<file path="config.mk">
export PLATFORM = sky130hd
export DESIGN_NAME = inv_sbox_builder
export DESIGN_NICKNAME = d
export VERILOG_FILES = /design/src/rtl/aes_tables_pkg.sv /design/src/rtl/sbox_fwd_lut.sv /design/src/rtl/inv_sbox_builder.sv
export SDC_FILE = /design/constraint.sdc
export NUM_CORES = 2
export LEC_CHECK = 0
export BUFFER_PORTS_ARGS = -buffer_cell sky130_fd_sc_hd__buf_2
export CAP_MARGIN = 10
export CORE_MARGIN = 5
export CORE_UTILIZATION = 63
export CTS_CLUSTER_SIZE = 30
export DETAILED_ROUTE_END_ITERATION = 8
export PLACE_DENSITY_LB_ADDON = 0.2
export REMOVE_ABC_BUFFERS = 1
export SYNTH_ARGS = -nofsm -noshare
export SYNTH_HDL_FRONTEND = slang
export SYNTH_HIERARCHICAL = 1
export SYNTH_SLANG_ARGS = --single-unit
</file>
<file path="constraint.sdc">
create_clock -name clk -period 5.5 [get_ports clk]
set_input_delay 0.275 -clock clk [delete_from_list [all_inputs] [get_ports clk]]
set_output_delay 0.275 -clock clk [all_outputs]
set_load 0.05 [all_outputs]
</file>
<file path="src/rtl/aes_tables_pkg.sv">
`default_nettype none
// ============================================================================
// Module      : aes_tables_pkg
// Description : Shared AES constants: forward S-box, table size, builder FSM
//               state type.
// Revision    : 1.0 - initial release
// ============================================================================
package aes_tables_pkg;

  localparam int SBOX_SIZE = 256;

  typedef enum logic [1:0] {
    ST_IDLE  = 2'd0,
    ST_FILL  = 2'd1,
    ST_CHECK = 2'd2,
    ST_READY = 2'd3
  } inv_build_state_t;

  localparam logic [7:0] FWD_SBOX [SBOX_SIZE] = '{
    8'h63, 8'h7c, 8'h77, 8'h7b, 8'hf2, 8'h6b, 8'h6f, 8'hc5, 8'h30, 8'h01, 8'h67, 8'h2b, 8'hfe, 8'hd7, 8'hab, 8'h76,
    8'hca, 8'h82, 8'hc9, 8'h7d, 8'hfa, 8'h59, 8'h47, 8'hf0, 8'had, 8'hd4, 8'ha2, 8'haf, 8'h9c, 8'ha4, 8'h72, 8'hc0,
    8'hb7, 8'hfd, 8'h93, 8'h26, 8'h36, 8'h3f, 8'hf7, 8'hcc, 8'h34, 8'ha5, 8'he5, 8'hf1, 8'h71, 8'hd8, 8'h31, 8'h15,
    8'h04, 8'hc7, 8'h23, 8'hc3, 8'h18, 8'h96, 8'h05, 8'h9a, 8'h07, 8'h12, 8'h80, 8'he2, 8'heb, 8'h27, 8'hb2, 8'h75,
    8'h09, 8'h83, 8'h2c, 8'h1a, 8'h1b, 8'h6e, 8'h5a, 8'ha0, 8'h52, 8'h3b, 8'hd6, 8'hb3, 8'h29, 8'he3, 8'h2f, 8'h84,
    8'h53, 8'hd1, 8'h00, 8'hed, 8'h20, 8'hfc, 8'hb1, 8'h5b, 8'h6a, 8'hcb, 8'hbe, 8'h39, 8'h4a, 8'h4c, 8'h58, 8'hcf,
    8'hd0, 8'hef, 8'haa, 8'hfb, 8'h43, 8'h4d, 8'h33, 8'h85, 8'h45, 8'hf9, 8'h02, 8'h7f, 8'h50, 8'h3c, 8'h9f, 8'ha8,
    8'h51, 8'ha3, 8'h40, 8'h8f, 8'h92, 8'h9d, 8'h38, 8'hf5, 8'hbc, 8'hb6, 8'hda, 8'h21, 8'h10, 8'hff, 8'hf3, 8'hd2,
    8'hcd, 8'h0c, 8'h13, 8'hec, 8'h5f, 8'h97, 8'h44, 8'h17, 8'hc4, 8'ha7, 8'h7e, 8'h3d, 8'h64, 8'h5d, 8'h19, 8'h73,
    8'h60, 8'h81, 8'h4f, 8'hdc, 8'h22, 8'h2a, 8'h90, 8'h88, 8'h46, 8'hee, 8'hb8, 8'h14, 8'hde, 8'h5e, 8'h0b, 8'hdb,
    8'he0, 8'h32, 8'h3a, 8'h0a, 8'h49, 8'h06, 8'h24, 8'h5c, 8'hc2, 8'hd3, 8'hac, 8'h62, 8'h91, 8'h95, 8'he4, 8'h79,
    8'he7, 8'hc8, 8'h37, 8'h6d, 8'h8d, 8'hd5, 8'h4e, 8'ha9, 8'h6c, 8'h56, 8'hf4, 8'hea, 8'h65, 8'h7a, 8'hae, 8'h08,
    8'hba, 8'h78, 8'h25, 8'h2e, 8'h1c, 8'ha6, 8'hb4, 8'hc6, 8'he8, 8'hdd, 8'h74, 8'h1f, 8'h4b, 8'hbd, 8'h8b, 8'h8a,
    8'h70, 8'h3e, 8'hb5, 8'h66, 8'h48, 8'h03, 8'hf6, 8'h0e, 8'h61, 8'h35, 8'h57, 8'hb9, 8'h86, 8'hc1, 8'h1d, 8'h9e,
    8'he1, 8'hf8, 8'h98, 8'h11, 8'h69, 8'hd9, 8'h8e, 8'h94, 8'h9b, 8'h1e, 8'h87, 8'he9, 8'hce, 8'h55, 8'h28, 8'hdf,
    8'h8c, 8'ha1, 8'h89, 8'h0d, 8'hbf, 8'he6, 8'h42, 8'h68, 8'h41, 8'h99, 8'h2d, 8'h0f, 8'hb0, 8'h54, 8'hbb, 8'h16
  };

endpackage
`default_nettype wire

</file>
<file path="src/rtl/sbox_fwd_lut.sv">
`default_nettype none
// ============================================================================
// Module      : sbox_fwd_lut
// Description : Synchronous-read forward AES S-box, one cycle latency.
// Revision    : 1.0 - initial release
// ============================================================================
module sbox_fwd_lut
  import aes_tables_pkg::*;
(
  input  logic       clk,
  input  logic       en,
  input  logic [7:0] addr,
  output logic [7:0] data
);

  logic [7:0] data_q;
  logic [7:0] data_d;

  always_comb begin
    data_d = data_q;
    if (en) data_d = FWD_SBOX[addr];
  end

  always_ff @(posedge clk) begin
    data_q <= data_d;
  end

  assign data = data_q;

endmodule
`default_nettype wire

</file>
<file path="src/rtl/inv_sbox_builder.sv">
`default_nettype none
// ============================================================================
// Module      : inv_sbox_builder
// Description : Derives the AES inverse S-box from the forward table into a
//               256x8 RAM, then serves valid/ready lookups with 1-cycle latency.
//               Optional read-back self-check: INV_SBOX_SELFCHECK_EN.
// Revision    : 1.0 - initial release
// ============================================================================
module inv_sbox_builder
  import aes_tables_pkg::*;
#(
  parameter int ADDR_WIDTH = 8,
  parameter int DATA_WIDTH = 8
) (
  input  logic                  clk,
  input  logic                  rst,
  input  logic                  start,
  output logic                  busy,
  output logic                  ready,
  input  logic                  req_valid,
  input  logic [ADDR_WIDTH-1:0] req_addr,
  output logic                  req_ready,
  output logic                  rsp_valid,
  output logic [DATA_WIDTH-1:0] rsp_data,
  output logic                  err
);

  localparam logic [ADDR_WIDTH-1:0] c_LAST_ADDR = '1;
`ifdef INV_SBOX_SELFCHECK_EN
  localparam inv_build_state_t c_AFTER_FILL = ST_CHECK;
`else
  localparam inv_build_state_t c_AFTER_FILL = ST_READY;
`endif

  inv_build_state_t state_q, state_d;

  logic [ADDR_WIDTH-1:0] a_q, a_d;
  logic                  rd_done_q, rd_done_d;
  logic                  p1_vld_q, p1_vld_d;
  logic [ADDR_WIDTH-1:0] p1_a_q, p1_a_d;
  logic                  rsp_valid_q, rsp_valid_d;
  logic [DATA_WIDTH-1:0] rsp_data_q, rsp_data_d;

  logic [DATA_WIDTH-1:0] inv_mem [SBOX_SIZE];
  logic [DATA_WIDTH-1:0] lut_data;
  logic [DATA_WIDTH-1:0] mem_rdata;
  logic [ADDR_WIDTH-1:0] mem_rd_addr;
  logic                  mem_we;
  logic                  scan;
  logic                  start_ok;
  logic                  fill_done;
  logic                  chk_done;
  logic                  accept;

  sbox_fwd_lut u_fwd_lut (
    .clk  (clk),
    .en   (scan),
    .addr (a_q),
    .data (lut_data)
  );

  // Counter a_q issues forward reads; p1 stage carries a one cycle behind.
  assign scan      = ((state_q == ST_FILL) || (state_q == ST_CHECK)) && !rd_done_q;
  assign start_ok  = start && ((state_q == ST_IDLE) || (state_q == ST_READY));
  assign fill_done = (state_q == ST_FILL) && p1_vld_q && (p1_a_q == c_LAST_ADDR);
  assign accept    = (state_q == ST_READY) && req_valid;
  assign mem_we    = (state_q == ST_FILL) && p1_vld_q;

  assign mem_rd_addr = (state_q == ST_READY) ? req_addr : lut_data;
  assign mem_rdata   = inv_mem[mem_rd_addr];

  // ---------------- FSM: state register ----------------
  always_ff @(posedge clk) begin
    if (rst) state_q <= ST_IDLE;
    else     state_q <= state_d;
  end

  // ---------------- FSM: next state ----------------
  always_comb begin
    state_d = state_q;
    case (state_q)
      ST_IDLE:  if (start)     state_d = ST_FILL;
      ST_FILL:  if (fill_done) state_d = c_AFTER_FILL;
      ST_CHECK: if (chk_done)  state_d = ST_READY;
      ST_READY: if (start)     state_d = ST_FILL;
      default:                 state_d = ST_IDLE;
    endcase
  end

  // ---------------- FSM: outputs ----------------
  always_comb begin
    busy      = (state_q == ST_FILL) || (state_q == ST_CHECK);
    ready     = (state_q == ST_READY);
    req_ready = (state_q == ST_READY);
  end

  // ---------------- build / lookup datapath ----------------
  always_comb begin
    a_d         = a_q;
    rd_done_d   = rd_done_q;
    p1_vld_d    = scan;
    p1_a_d      = a_q;
    rsp_valid_d = accept;
    rsp_data_d  = accept ? mem_rdata : rsp_data_q;
    if (scan) begin
      a_d = a_q + 1'b1;
      if (a_q == c_LAST_ADDR) rd_done_d = 1'b1;
    end
    if (start_ok || fill_done) begin
      a_d       = '0;
      rd_done_d = 1'b0;
      p1_vld_d  = 1'b0;
    end
  end

  always_ff @(posedge clk) begin
    if (rst) begin
      a_q         <= '0;
      rd_done_q   <= 1'b0;
      p1_vld_q    <= 1'b0;
      p1_a_q      <= '0;
      rsp_valid_q <= 1'b0;
      rsp_data_q  <= '0;
    end else begin
      a_q         <= a_d;
      rd_done_q   <= rd_done_d;
      p1_vld_q    <= p1_vld_d;
      p1_a_q      <= p1_a_d;
      rsp_valid_q <= rsp_valid_d;
      rsp_data_q  <= rsp_data_d;
    end
  end

  // RAM contents need no reset: they are never served before a full build.
  always_ff @(posedge clk) begin
    if (mem_we) inv_mem[lut_data] <= p1_a_q;
  end

  assign rsp_valid = rsp_valid_q;
  assign rsp_data  = rsp_data_q;

`ifdef INV_SBOX_SELFCHECK_EN
  logic                  p2_vld_q, p2_vld_d;
  logic [ADDR_WIDTH-1:0] p2_a_q, p2_a_d;
  logic [DATA_WIDTH-1:0] chk_data_q, chk_data_d;
  logic                  err_q, err_d;

  assign chk_done = (state_q == ST_CHECK) && p2_vld_q && (p2_a_q == c_LAST_ADDR);

  // Stage 2 holds inv_mem[fwd[a]] next to a, so the compare is a plain equality.
  always_comb begin
    p2_vld_d   = (state_q == ST_CHECK) && p1_vld_q;
    p2_a_d     = p1_a_q;
    chk_data_d = ((state_q == ST_CHECK) && p1_vld_q) ? mem_rdata : chk_data_q;
    err_d      = err_q | ((state_q == ST_CHECK) && p2_vld_q && (chk_data_q != p2_a_q));
    if (start_ok) begin
      p2_vld_d = 1'b0;
      err_d    = 1'b0;
    end
  end

  always_ff @(posedge clk) begin
    if (rst) begin
      p2_vld_q   <= 1'b0;
      p2_a_q     <= '0;
      chk_data_q <= '0;
      err_q      <= 1'b0;
    end else begin
      p2_vld_q   <= p2_vld_d;
      p2_a_q     <= p2_a_d;
      chk_data_q <= chk_data_d;
      err_q      <= err_d;
    end
  end

  assign err = err_q;
`else
  assign chk_done = 1'b0;
  assign err      = 1'b0;
`endif

endmodule
`default_nettype wire

</file>
# Yosys cells after proc, flatten, opt, wreduce, memory -nomap -nowiden
# Memories as Yosys holds them, arrays and structs flattened. A register that Yosys moved wholly into a read port is not among the register bits.
# Cells that the tools add are included.
[totals] inputBits=12 ram_bits=2048 memories=2 romBits=2048 word_cells=38 register_bits=21 latchBits=0
[memory_table] name="(no name shown)" depth=256 width=8 read_ports=1 rd_clocked_by_memory_dff=1 write_ports=0 line="sbox_fwd_lut.sv:21" source="if (en) data_d = FWD_SBOX[addr];"
[memory_table] name="inv_mem" depth=256 width=8 read_ports=1 rd_clocked_by_memory_dff=1 write_ports=1 line="inv_sbox_builder.sv:44" source="logic [DATA_WIDTH-1:0] inv_mem [SBOX_SIZE];"
[classes] mul=0 div_mod_pow=0 bitwise=2 muxes=6 n_addsub=1 reduce_logical=14 n_shift=0 n_lt_le_gt_ge=0 n_eq_ne=7
[op_table] cell="$eq 8x8->1 const B" count=2
[op_table] cell="$not 8->9" count=1
[op_table] cell="$add 8x1->8 const B" count=1
[op_table] cell="$mux 8" count=1
[op_table] cell="$logic_and 1x1->1" count=5
[op_table] cell="$eq 2x2->1 const B" count=2
[op_table] cell="$mux 2" count=2
[op_table] cell="$pmux 2 s2" count=1
[op_table] cell="$reduce_or 2->1" count=2
[op_table] cell="$logic_or 1x1->1" count=3
[op_table] cell="$reduce_and 3->1" count=1
[op_table] cell="$eq 2x1->1 const B" count=1
[op_table] cell="$logic_not 2->1" count=1
[op_table] cell="$mux 1" count=2
[op_table] cell="$ne 2x1->1 const B" count=1
[op_table] cell="$ne 2x2->1 const B" count=1
[op_table] cell="$reduce_and 2->1" count=1
[op_table] cell="$logic_not 1->1" count=1
[op_table] cell="$not 1->1" count=1

# Longest topological paths before layout
[depth] word_depth=5 ltp_mapped=15 depth_no_buf=9

# Hierarchy
# Netlist, hierarchy kept.
[modules_own_cells] mod="inv_sbox_builder" area_each_um2=82196.3 n_inst=1 cells_per_inst=4592
[modules_own_cells] mod="sbox_fwd_lut" area_each_um2=3419.5 n_inst=1 cells_per_inst=515

# Least setup slack after synthesis
# Ideal clock, no wire load.
[synth_timing] path_type="flip-flop to flip-flop" start="register p1_a_q[6]" end="register state_q[1]" path_stages_with_launch=8 setup_time_ps=128 t_arrival_ps=4560 slack_ps=813 period_less_slack_ps=4687 cell_sequence="dfxtp_1 > nand4_1 > nor3_1 > inv_1 > a21oi_1 > nand2_1 > a22oi_1 > nor2_1"
[synth_via] elab_chain_len=4
[synth_lines] element="start: declaration" line="inv_sbox_builder.sv:40" source="logic [ADDR_WIDTH-1:0] p1_a_q, p1_a_d;"
[synth_lines] element="start signal: assignment" line="inv_sbox_builder.sv:128" source="p1_a_q <= p1_a_d;"
[synth_lines] element="$eq 8x8->1" line="inv_sbox_builder.sv:65" source="assign fill_done = (state_q == ST_FILL) && p1_vld_q && (p1_a_q == c_LAST_ADDR);"
[synth_lines] element="$logic_and 1x1->1" line="inv_sbox_builder.sv:65"
[synth_lines] element="$ne 2x2->1 (no line)"
[synth_lines] element="$reduce_and 3->1 (no line)"
[synth_lines] element="end signal: assignment" line="inv_sbox_builder.sv:75" source="else state_q <= state_d;"
[synth_lines] element="end: declaration" line="inv_sbox_builder.sv:35" source="inv_build_state_t state_q, state_d;"
# No other way between the ends.
# A chain may end at the register's enable or synchronous reset.

# Final worst setup path
[layout_timing] start="register state_q[1]" end="register rsp_data_q[1] (netlist: rsp_data[1]), read port of inv_mem"
[layout_via] elab_chain_len=2 elab_cells_between_ends=3
[layout_lines] element="$eq 2x2->1 *" line="inv_sbox_builder.sv:66, inv_sbox_builder.sv:69"
[layout_lines] element="$mux 8 or $logic_and 1x1->1 (tied branches)" line="inv_sbox_builder.sv:69, inv_sbox_builder.sv:66"
[layout_lines] element="end: declaration" line="inv_sbox_builder.sv:42" source="logic [DATA_WIDTH-1:0] rsp_data_q, rsp_data_d;"
# Every way passes the cells marked *; elsewhere a longest branch is shown, timed or not.

==> metrics.txt <==
status completed; routed vias 50237; drt wl/cell about 33 um; Distinct cells, synth 94; # H-tree levels 4; Routed Antenna Nets 0; Hold Vio Cnt, Final 0; register area share after synthesis about 73%; Starting DRT DRC Count about 7600; Mapped Cells 5107; MaxCap Viol Count 0; Final Util between 60% and 70%; GP Congestion 0.950; most frequent cells in the layout edfxtp_1 (2056), nand2_1 (383), mux2i_1 (380), nor2_1 (350), a21oi_1 (299); Pleak ~29 nW; Hold Worst Slack around 0.14 ns; Reg clk slew, reported paths ~0.06 ns; vias in the first global route approximately 48000; crit path time final a little under 5 ns; placed cell area about 87000 sq um; DR vias/cell 7.11; share of post-route cells with drive strength above 1 between 10 and 15%; maximum clock frequency just over 200 MHz; Pins Over Slew Limit 0; Root Driver clkbuf_16; final std cells w/o fill 7068; fraction of registers with async set/reset 0%; endpoint type of the worst setup path flip-flop; # setup viols final 0; core area 135000 sq um; Total Routing Usage GR 33.1%; Yosys top cell by area edfxtp_1; wirelength, routed 236000 um; slew margin rel. between 7 and 8%; CP required around 6.2 ns; mean post-synth cell area ~17 sq um; initial antenna violation count 11; Initial Util between 60% and 70%; Worst-Skew Late Latency ~0.85 ns; Area contributors post-synth edfxtp_1 (72%), mux4_2 (6.2%), mux2i_1 (4.5%); worst-margin pin slew about 1.4 ns; CP Class flip-flop to flip-flop; I/O Buffers 23; clk_skew 0.0489 ns; crit path max fanout 64; ys flop type edfxtp_1; Placement Rows 135; Pwr Total between 40 and 50 mW; CTS sink cnt 2085; Ports 25; Max clock buf depth 3; number of synthesized flops with an enable pin roughly 2100; Synth Register Bits ~2100; placed insts between 6000 and 7000; DIE HEIGHT 379 um; Pre-antenna DRT Iters 8; TritonCTS buffer count 199; Cell Area, Synth between 80000 and 90000 sq um; drt drc 0; first-pass GRT wire length 340000 um; startpoint class of the critical path flip-flop; CP Data Arrival Time ~5.6 ns; Die W around 380 um; maximum vdd drop 0.000351 V; Yosys top cell area share roughly 70%; commonest non-fill, non-tap cell in the layout edfxtp_1; CTS tree built; Layout area overhead 9.48%; final instance area approximately 94000 sq um; period utilization 88.6%; Die ar. between 100000 and 150000 sq um; global route overflow 0; Hold Path Class primary input to flip-flop; RSZ-0062 raised after global routing false; placed wire-length estimate approximately 140000 um; pwr dens about 460 nW/um^2; nets@finish a little over 5000; largest net degree at the start of global routing about 260; Synth Warn # 6
[state kept, by name, indices dropped and copies added (netlist names)]
name	cells
inv_mem	2048
a_q	8
p1_a_q	8
rsp_data	8
u_fwd_lut/data	8
state_q	2
p1_vld_q	1
rd_done_q	1
rsp_valid	1
[worst max-delay path, cell delays in order, from the launching register on]
cell	delay, ns
dfxtp_1	0.40
ha_2	0.36
buf_4	0.33
mux2i_4	0.69
buf_12	0.39
mux4_2	0.36
a2111oi_0	0.63
o31ai_1	0.21
nor4_1	0.80
nor3_1	0.26
and3_1	0.23
[what timing repair did]
| action | CTS | global route |
|---|---|---|
| hold buffers | 3 | 0 |
| hold endpoints to repair | 19 | 0 |
| resized for setup | 0 | 0 |
| buffers inserted | 0 | 0 |
[worst paths after layout]
check,startpoint,to,slack [ns],depth (start not counted)
worst max register to register,state_q[1]$_SDFFE_PP0P_,rsp_data[1]$_SDFFE_PP0P_,0.63,10
worst min-delay path,req_valid,rsp_valid$_SDFF_PP0_,0.14,3
worst min register to register,a_q[4]$_SDFFE_PP0P_,p1_a_q[4]$_SDFF_PP0_,0.51,1
worst max-delay path,state_q[1]$_SDFFE_PP0P_,rsp_data[1]$_SDFFE_PP0P_,0.63,10
[power by group]
part / leakage, nW / internal (mW) / switching (mW)
logic: 7.29 / 3.95 / 8.03
registers: 18.3 / 17.4 / 0.148
clock network: 3.16 / 7.75 / 5.92
total: 28.8 / 29.1 / 14.1
[logic make-up after synthesis]
logic type / synth area share (%)
flip-flops: 72.8
AND/OR/NAND/NOR: 5.34
AO/OA/AOI/OAI: 7.10
multiplexers: 11.6
buffers and inverters: 2.82
adder cells (fa/ha/maj): 0.278
XOR/XNOR: 0.0716
other: 0.00438
[routing by layer]
| layer | vias to the layer above | global-route usage (%) | part of all wire (%) |
|---|---|---|---|
| met5 | - | 0 | 0.024 |
| met4 | 8 | 14.3 | 4.9 |
| li1 | 20498 | - | - |
| met2 | 3710 | 49.6 | 46 |
| met1 | 25382 | 46.6 | 37 |
| met3 | 639 | 9.00 | 13 |
[Yosys cell counts, types with 7 or more instances]
master and number:
o22ai_1 72, nor4_1 14, o21ai_0 97, nand4_1 29, o221ai_1 159, or3_1 7
buf_8 11, a31oi_1 32, a221oi_1 10, o31ai_1 12, buf_1 21, nand2b_1 15
a211oi_1 25, o311ai_1 7, dfxtp_1 29, nor2_1 350, a21oi_1 299, a2111oi_0 32
ha_1 19, mux4_2 236, mux2i_1 385, buf_4 28, a21o_1 7, buf_12 15
a32oi_1 10, buf_6 53, o211ai_1 35, clkbuf_1 130, a311oi_1 11, nor2b_1 28
nand3_1 76, and2_1 14, buf_2 93, mux4_1 22, o21ai_1 26, nand2_1 383
inv_1 16, mux2_2 13, nor3_1 106, edfxtp_1 2056, o311ai_0 8
[metrics by stage]
step,setup slack (ns),setup TNS [ns]
6_report,0.628,0
5_1_grt,0.719,0
4_1_cts,0.909,0
3_5_place_dp,0.894,0
3_3_place_gp,0.940,0
2_1_floorplan,-19.34,-149.59
[layout make-up]
cell class	count	area, sq um
flip-flops and latches	2085	62400
fillers	8462	41600
multi-input cells	2647	21000
clock buffers	249	5230
well taps	1781	2230
repair buffers	160	1550
clock inverters	120	1250
inverters	18	67.6
diodes	8	20.0
(Power assumes the default switching activity.)
